<file path="src/rtl/inbuf_loader.sv">
// rtl/inbuf_loader.sv - stream-to-input-buffer loader with word/half/byte unpacking
//
// Accepts 32-bit stream beats and writes them into an input buffer,
// one write per cycle, splitting each beat into 1, 2 or 4 zero-extended
// sub-words depending on the mode latched at start.
//
// Ports:
//   clk, rst             clock, asynchronous active-high reset
//   start                one-cycle load request (honoured only in IDLE)
//   current_state        controller state, selects load mode at start
//   poolingen_op         pooling enable, selects HALF mode at start
//   base_addr            first buffer write address
//   wr_len               number of buffer writes (0 = zero-length load)
//   s_valid/s_data       incoming stream beat
//   s_ready              beat accepted this cycle when s_valid is high
//   we/a/d               registered buffer write port
//   busy                 high in LOAD and DRAIN
//   done                 one-cycle completion pulse

`timescale 1ns/1ps

module inbuf_loader #(
    parameter int InBuAddrWidth = 8
) (
    input  logic                     clk,
    input  logic                     rst,
    input  logic                     start,
    input  logic [3:0]               current_state,
    input  logic                     poolingen_op,
    input  logic [InBuAddrWidth-1:0] base_addr,
    input  logic [InBuAddrWidth:0]   wr_len,
    input  logic                     s_valid,
    input  logic [31:0]              s_data,
    output logic                     s_ready,
    output logic                     we,
    output logic [InBuAddrWidth-1:0] a,
    output logic [31:0]              d,
    output logic                     busy,
    output logic                     done
);

    localparam int W = InBuAddrWidth;
    localparam logic [W-1:0] ADDR_ONE = 1;
    localparam logic [W:0]   CNT_ONE  = 1;
    localparam logic [W:0]   CNT_ZERO = '0;

    typedef enum logic [1:0] {S_IDLE, S_LOAD, S_DRAIN, S_DONE} state_t;
    typedef enum logic [1:0] {M_WORD, M_HALF, M_BYTE} mode_t;

    state_t      state_q;
    mode_t       mode_q;
    logic [W-1:0] addr_q;
    logic [W:0]   cnt_q;
    logic [31:0]  beat_q;
    logic         full_q;
    logic [1:0]   sub_q;
    logic         we_q;
    logic [W-1:0] a_q;
    logic [31:0]  d_q;

    logic        last_sub;
    logic        final_wr;
    logic        ready_c;
    logic        accept;
    logic        issue;
    logic [31:0] src_word;
    logic [1:0]  src_sub;
    logic [31:0] wr_data;

    function automatic logic [31:0] pick_sub(input mode_t m, input logic [31:0] w,
                                             input logic [1:0] k);
        case (m)
            M_WORD:  pick_sub = w;
            M_HALF:  pick_sub = {16'h0, (k[0] ? w[31:16] : w[15:0])};
            default: pick_sub = {24'h0, w[8*k +: 8]};
        endcase
    endfunction

    always_comb begin
        last_sub = (mode_q == M_WORD) ||
                   ((mode_q == M_HALF) && (sub_q == 2'd1)) ||
                   ((mode_q == M_BYTE) && (sub_q == 2'd3));
        final_wr = (cnt_q == CNT_ONE);
        // A held beat frees the register only on its last sub-word, and never
        // on the final write: leftover sub-words of the last beat are dropped.
        ready_c  = (state_q == S_LOAD) && (!full_q || (last_sub && !final_wr));
        accept   = ready_c && s_valid;
        // An empty holding register lets an arriving beat issue its first
        // sub-word immediately, keeping WORD mode at one beat per cycle.
        issue    = (state_q == S_LOAD) && (full_q || accept);
        src_word = full_q ? beat_q : s_data;
        src_sub  = full_q ? sub_q : 2'd0;
        wr_data  = pick_sub(mode_q, src_word, src_sub);
    end

    always_ff @(posedge clk or posedge rst) begin
        if (rst) begin
            state_q <= S_IDLE;
            mode_q  <= M_WORD;
            addr_q  <= '0;
            cnt_q   <= '0;
            beat_q  <= '0;
            full_q  <= 1'b0;
            sub_q   <= 2'd0;
            we_q    <= 1'b0;
            a_q     <= '0;
            d_q     <= '0;
        end else begin
            we_q <= 1'b0;
            case (state_q)
                S_IDLE: begin
                    if (start) begin
                        if (current_state == 4'd0) begin
                            mode_q <= M_WORD;
                        end else if (poolingen_op || (current_state == 4'd1)) begin
                            mode_q <= M_HALF;
                        end else begin
                            mode_q <= M_BYTE;
                        end
                        addr_q  <= base_addr;
                        cnt_q   <= wr_len;
                        full_q  <= 1'b0;
                        sub_q   <= 2'd0;
                        state_q <= (wr_len == CNT_ZERO) ? S_DONE : S_LOAD;
                    end
                end
                S_LOAD: begin
                    if (issue) begin
                        we_q   <= 1'b1;
                        a_q    <= addr_q;
                        d_q    <= wr_data;
                        addr_q <= addr_q + ADDR_ONE;
                        cnt_q  <= cnt_q - CNT_ONE;
                        if (final_wr) begin
                            full_q  <= 1'b0;
                            state_q <= S_DRAIN;
                        end else if (full_q) begin
                            if (last_sub) begin
                                // Refill from a beat accepted in the same cycle.
                                full_q <= accept;
                                beat_q <= accept ? s_data : beat_q;
                                sub_q  <= 2'd0;
                            end else begin
                                sub_q <= sub_q + 2'd1;
                            end
                        end else if (mode_q != M_WORD) begin
                            full_q <= 1'b1;
                            beat_q <= s_data;
                            sub_q  <= 2'd1;
                        end
                    end
                end
                S_DRAIN: state_q <= S_DONE;
                S_DONE:  state_q <= S_IDLE;
                default: state_q <= S_IDLE;
            endcase
        end
    end

    assign s_ready = ready_c;
    assign we      = we_q;
    assign a       = a_q;
    assign d       = d_q;
    assign busy    = (state_q == S_LOAD) || (state_q == S_DRAIN);
    assign done    = (state_q == S_DONE);

endmodule

</file>
<file path="config.mk">
export PLATFORM = sky130hd
export DESIGN_NAME = inbuf_loader
export DESIGN_NICKNAME = d
export VERILOG_FILES = /design/src/rtl/inbuf_loader.sv
export SDC_FILE = /design/constraint.sdc
export NUM_CORES = 1
export LEC_CHECK = 0
export ABC_AREA = 1
export CAP_MARGIN = 15
export CELL_PAD_IN_SITES_DETAIL_PLACEMENT = 1
export CELL_PAD_IN_SITES_GLOBAL_PLACEMENT = 1
export CORE_MARGIN = 1.5
export CORE_UTILIZATION = 38
export CTS_CLUSTER_SIZE = 30
export DETAILED_ROUTE_END_ITERATION = 6
export MAX_ROUTING_LAYER = met4
export PLACE_DENSITY_LB_ADDON = 0.1
export SLEW_MARGIN = 20
export SYNTH_ARGS = -nofsm -noshare
export SYNTH_HDL_FRONTEND = slang
export SYNTH_SLANG_ARGS = --single-unit
</file>
<file path="constraint.sdc">
create_clock -name clk -period 5.25 [get_ports clk]
set_input_delay 1.575 -clock clk [delete_from_list [all_inputs] [get_ports clk]]
set_output_delay 1.575 -clock clk [all_outputs]
set_load 0.03 [all_outputs]
</file>
==> flow_summary.toml, run 1 <==
[power]
peakVddDrop_uv = 284
p_per_area_nw_per_um2 = 598
power.leakage_nw = 3.22
power_w = 0.00402

[synthesis]
avgSynthCellArea_um2 = 7.55
synth_async_sr_flop_share_pct = 100
synth_simple_gate_area_share_pct = 26.6
synth_xor_area_share_pct = 0.491
syn_nets = 776
synth-compound-area-share_pct = 16.6
synth_cells = 708
synth_fa_ha_area_share_pct = 2.34
muxShareOfSynthArea_pct = 0
ys.flop_type = "dfrtp_1"
yosys.cell_types.count = 33
synth_warnings = 0
synth_area_um2 = 5350
synth_top_family_by_area = "simple AND/OR/NAND/NOR gates"
seq_area_frac_synth_pct = 45.4
synth_edf_count = 0
ys_seq_elements = 97

[final_layout]
fin_util_pct = 48.7
layout_commonest_cell = "nand2_1"
seqCellArea_um2 = 2430
synthToLayoutAreaGrowth_pct = 25.9
nets = 860
diodes = 0
drive_above_1_share_pct = 7.53
final_cell_mix = "nand2_1 (257), clkdlybuf4s50_1 (101), dfrtp_1 (97)"
multi_input_area_um2 = 2460
fill_cells = 1705

[critical_path]
critical_path.max_stage_delay_ns = 0.68
cp-start-kind = "flop"
path_cells = "inv_2 -> nor2_1 -> nor2_2 -> and2_1 -> clkdlybuf4s50_1"
r2r_setup_slack_ns = 2.66
r2r-start = "full_q$_DFFE_PP0P_"
path_class = "reg -> out"
endpoint_kind = "output pin"
cpMaxStageDelayCell = "clkdlybuf4s50_1"
cp.arrival_ns = 2.40
r2r_end = "d[0]$_DFFE_PP0P_"
critPathMaxFanout = 35
r2r_cells = 9
worstPathRequired_ns = 3.68

[clock_network]
cts_resized = 0
cts_tree = "done"
cts_setup_buffers = 0
numCtsBuffers = 9
clock_path_buffers = 2
clock-root-buffer = "clkbuf_16"
cts.clk_slew.worst_paths_ns = 0.07
clock_latency_ns = 0.36
htree_levels = 3
cts_hold_buffers = 0
cts.sinks = 97

[global_routing]
grt_pass1_vias = 5320
antenna_found_initial = 0
grt_max_degree = 72
grt_pass1_wl_um = 26600
gr-total-overflow = 0
grtUsageTotal_pct = 23.7

[sta]
holdWs_ns = 0.475
slew_headroom_pct = 38.1
fmax_mhz = 252
finalSetupTns_ns = 0
finalCriticalPeriod_ns = 3.97
final_max_slew_viol_count = 0
hold_viol = 0
finalClockSkew_ns = 0.0124
rsz0062_at_grt = "false"
setup_viol = 0
tightest_slew_ns = 0.927
finalCritPeriodShare_pct = 75.6

[floorplan]
fp.dieW_um = 122
die_area_um2 = 14800
start_util_pct = 38.7
fp.dieH_um = 122
rows = 43
pin_count = 102
core_um2 = 13800

[detailed_routing]
route.detailed.drc = 0
wl_um = 16200
via_per_inst = 5.19
ant_nets = 0
dr.pass1.iters = 4
wl_met3_um = 519
route.met2.wl_um = 8060
drt_iter0_markers = 289
drt-met1-wl_um = 7320
wl_per_cell_um = 16.6
maxUsedRoutingLayer = "met4"
vias = 5069

[placed_design]
io_buffers = 101
dp.final_hpwl_um = 11600
place_congestion = 0.818

[outcome]
status = "complete, no violations"

[min_path]
worstHoldEndpoint = "a[6]$_DFFE_PP0P_"
min_from = "a[6]$_DFFE_PP0P_"
hold_depth = 2
hold_class = "reg -> reg"

[job]
cap_violations = 0
## through the flow
step	std cells	setup slack (ns)	instance area (um^2)
floorplan	708	1.14	5350
global placement	960	1.71	6440
detailed placement	960	1.64	6440
CTS	976	1.28	6710
global route	977	1.13	6730
finish	977	1.28	6730
## flip-flops by register name (all words and copies together), names as in the netlist
register,cells
addr_q,8
beat_q,32
a,8
cnt_q,9
sub_q,2
we,1
d,32
state_q,2
mode_q,2
full_q,1
## worst max-delay path: cells and delay by family (launching register included)
kind                   cells  cell delay, ns
buffers and inverters      2            1.13
AND/OR/NAND/NOR            3            0.52
flip-flops                 1            0.39
## layer usage
| layer | track usage (%) | vias up |
|---|---|---|
| li1 | - | 2456 |
| met1 | 29.4 | 2499 |
| met2 | 40.3 | 95 |
| met3 | 2.67 | 19 |
| met4 | 8.46 | 0 |
| met5 | - | - |
## synth_stat cells, drive strengths merged (4+ instances only)
| master | count | area share [%] |
|---|---|---|
| o211ai | 13 | 1.8 |
| o22ai | 10 | 1.2 |
| inv | 72 | 5.1 |
| buf | 19 | 2.4 |
| a21oi | 8 | 0.82 |
| dfrtp | 97 | 45 |
| a22oi | 8 | 1.1 |
| nor2 | 30 | 2.3 |
| nand3 | 54 | 5.1 |
| nand2 | 257 | 18 |
| clkbuf | 15 | 1.1 |
| ha | 10 | 2.3 |
| a31oi | 5 | 0.59 |
| nand4 | 4 | 0.75 |
| o21ai | 97 | 11 |
## how the worst max path moves through the flow
stage / from / endpoint / slack [ns] / cells after the start
after floorplan: rst / a[0]$_DFFE_PP0P_ / 1.14 / 1
after global placement: s_valid / d[28]$_DFFE_PP0P_ / 1.71 / 6
after detailed placement: s_valid / d[29]$_DFFE_PP0P_ / 1.64 / 6
after CTS: full_q$_DFFE_PP0P_ / s_ready / 1.28 / 5
after global routing: full_q$_DFFE_PP0P_ / s_ready / 1.13 / 5
final: full_q$_DFFE_PP0P_ / s_ready / 1.28 / 5
## area by class of cell
cell class	count	area share, %
multi-input combinational	505	36.6
inverter	72	4.09
tap	180	3.35
clock buffer	12	3.66
clock inverter	4	0.427
sequential	97	36.1
timing repair buffer	107	15.9
## power breakdown
group	switching (W)	internal [W]
logic	0.00133	0.000734
registers	0.000246	0.00107
clock network	0.000305	0.000335
## kinds of logic after synthesis
| family | Yosys count |
|---|---|
| flip-flops | 97 |
| adder cells (fa/ha/maj) | 10 |
| XOR/XNOR | 3 |
| AO/OA/AOI/OAI | 143 |
| buffers and inverters | 106 |
| AND/OR/NAND/NOR | 349 |
No activity file was read; power rests on OpenSTA's default activity.
==> run 2, diff against run 1 <==
--- a/config.mk
+++ b/config.mk
@@ -10,7 +10,7 @@
 export CELL_PAD_IN_SITES_DETAIL_PLACEMENT = 1
 export CELL_PAD_IN_SITES_GLOBAL_PLACEMENT = 1
 export CORE_MARGIN = 1.5
-export CORE_UTILIZATION = 38
+export CORE_UTILIZATION = 34
 export CTS_CLUSTER_SIZE = 30
 export DETAILED_ROUTE_END_ITERATION = 6
 export MAX_ROUTING_LAYER = met4
==> constraint.sdc (replaced) <==
create_clock -name clk -period 3.2 [get_ports clk]
set_input_delay 0.96 -clock clk [delete_from_list [all_inputs] [get_ports clk]]
set_output_delay 0.96 -clock clk [all_outputs]
set_load 0.03 [all_outputs]
==> run 2 against run 1 <==
  * Cell area grew 1.5%
  * Largest power group unchanged
  * Clock power grew 81%
  * Die area grew 11%
  * Setup slack lost 0.88 ns
  * Sequential power grew 64%
  * Via count shrank 1.8%
  * Largest cell class unchanged
==> flow_summary.toml, run 2 (synthesis results as in run 1) <==
[sta]
finalSetupTns_ns = 0
finalClockSkew_ns = 0.00784
final_max_slew_viol_count = 0
tightest_slew_ns = 0.911
holdWs_ns = 0.478
finalCriticalPeriod_ns = 2.80
hold_viol = 0
finalCritPeriodShare_pct = 87.4
setup_viol = 0
slew_headroom_pct = 39.2
rsz0062_at_grt = "false"
fmax_mhz = 358

[floorplan]
die_area_um2 = 16500
start_util_pct = 35.0
core_um2 = 15300
rows = 45
fp.dieW_um = 128
pin_count = 102
fp.dieH_um = 128

[clock_network]
clock_latency_ns = 0.35
clock_path_buffers = 2
numCtsBuffers = 9
cts_resized = 0
cts.clk_slew.worst_paths_ns = 0.07
cts_hold_buffers = 0
cts_tree = "done"
cts.sinks = 97
htree_levels = 3
cts_setup_buffers = 0
clock-root-buffer = "clkbuf_16"

[critical_path]
endpoint_kind = "output pin"
critPathMaxFanout = 10
cp-start-kind = "flop"
cp.arrival_ns = 1.84
r2r_cells = 10
worstPathRequired_ns = 2.24
path_class = "reg -> out"

[placed_design]
dp.final_hpwl_um = 11500
placed_area_um2 = 6530
place_congestion = 0.796
io_buffers = 101

[power]
power.leakage_nw = 3.25
peakVddDrop_uv = 589
p_per_area_nw_per_um2 = 980
power_w = 0.00670

[detailed_routing]
via_per_inst = 4.94
wl_um = 16000
drt_iter0_markers = 208
vias = 4980
route.detailed.drc = 0
ant_nets = 0
dr.pass1.iters = 4
wl_per_cell_um = 15.9

[global_routing]
grt_max_degree = 98
grtUsageTotal_pct = 21.2
grt_pass1_vias = 5312
antenna_found_initial = 0
grt_pass1_wl_um = 26700
gr-total-overflow = 0

[final_layout]
diodes = 0
final_cell_mix = "nand2_1 (257), clkdlybuf4s50_1 (100), dfrtp_1 (97)"
synthToLayoutAreaGrowth_pct = 27.9
nets = 863
layout_commonest_cell = "nand2_1"
design_area_um2 = 6840
drive_above_1_share_pct = 7.90

[min_path]
hold_depth = 2
hold_class = "reg -> reg"

[outcome]
status = "complete, no violations"

[job]
cap_violations = 0
run 2: changes by cell type in the layout (fill, tap and decap cells not counted), sizes merged:
| cell | previous run | this run |
|---|---|---|
| buf | 6 | 10 |
| bufinv | 0 | 2 |
| clkbuf | 12 | 10 |
| clkinv | 2 | 0 |
| clkdlybuf4s50 | 101 | 100 |
| inv | 72 | 71 |
run 2: area by class of cell:
type                            count  area [um^2]
Sequential cell                    97         2430
Tap cell                          211          264
Timing Repair Buffer              110         1100
Inverter                           72          277
Clock buffer                       10          239
Multi-Input combinational cell    505         2460
Clock inverter                      3         67.6
Fill cell                        1876         8420
run 2: metal layers:
layer | track usage [%] | share of wire [%] | vias up
li1 | - | - | 2460
met1 | 25.9 | 45 | 2430
met2 | 36.8 | 51 | 80
met3 | 2.99 | 3.1 | 10
met4 | 5.55 | 1.1 | 0
met5 | - | 0 | -
run 2: report_power, final:
group | internal (W) | switching [W]
sequential | 0.00176 | 0.000406
combinational | 0.00122 | 0.00215
clock | 0.000694 | 0.000465
run 2: final timing paths:
check,from,end,slack [ns]
worst max register to register,full_q$_DFFE_PP0P_,d[4]$_DFFE_PP0P_,0.97
worst max-delay path,mode_q[1]$_DFFE_PP0P_,s_ready,0.40
worst min register to register,a[6]$_DFFE_PP0P_,a[6]$_DFFE_PP0P_,0.48
worst min-delay path,a[6]$_DFFE_PP0P_,a[6]$_DFFE_PP0P_,0.48
max in group asynchronous,rst,mode_q[0]$_DFFE_PP0P_,1.66
min in group asynchronous,rst,a[5]$_DFFE_PP0P_,1.09
run 2: critical path: stages (launching register included):
cell and delay [ns]:
dfrtp_1 0.59, inv_4 0.08, nand2_1 0.11, nand3_1 0.10, nor2_1 0.19, nor2_2 0.08, and2_1 0.17, buf_4 0.17
run 2: through the flow:
stage	util (%)	setup slack, ns	cells
finish	44.8	0.404	1008
global route	44.8	0.254	1008
CTS	44.8	0.373	1008
detailed placement	42.8	0.388	995
global placement	42.8	0.510	995
floorplan	-	0.962	708
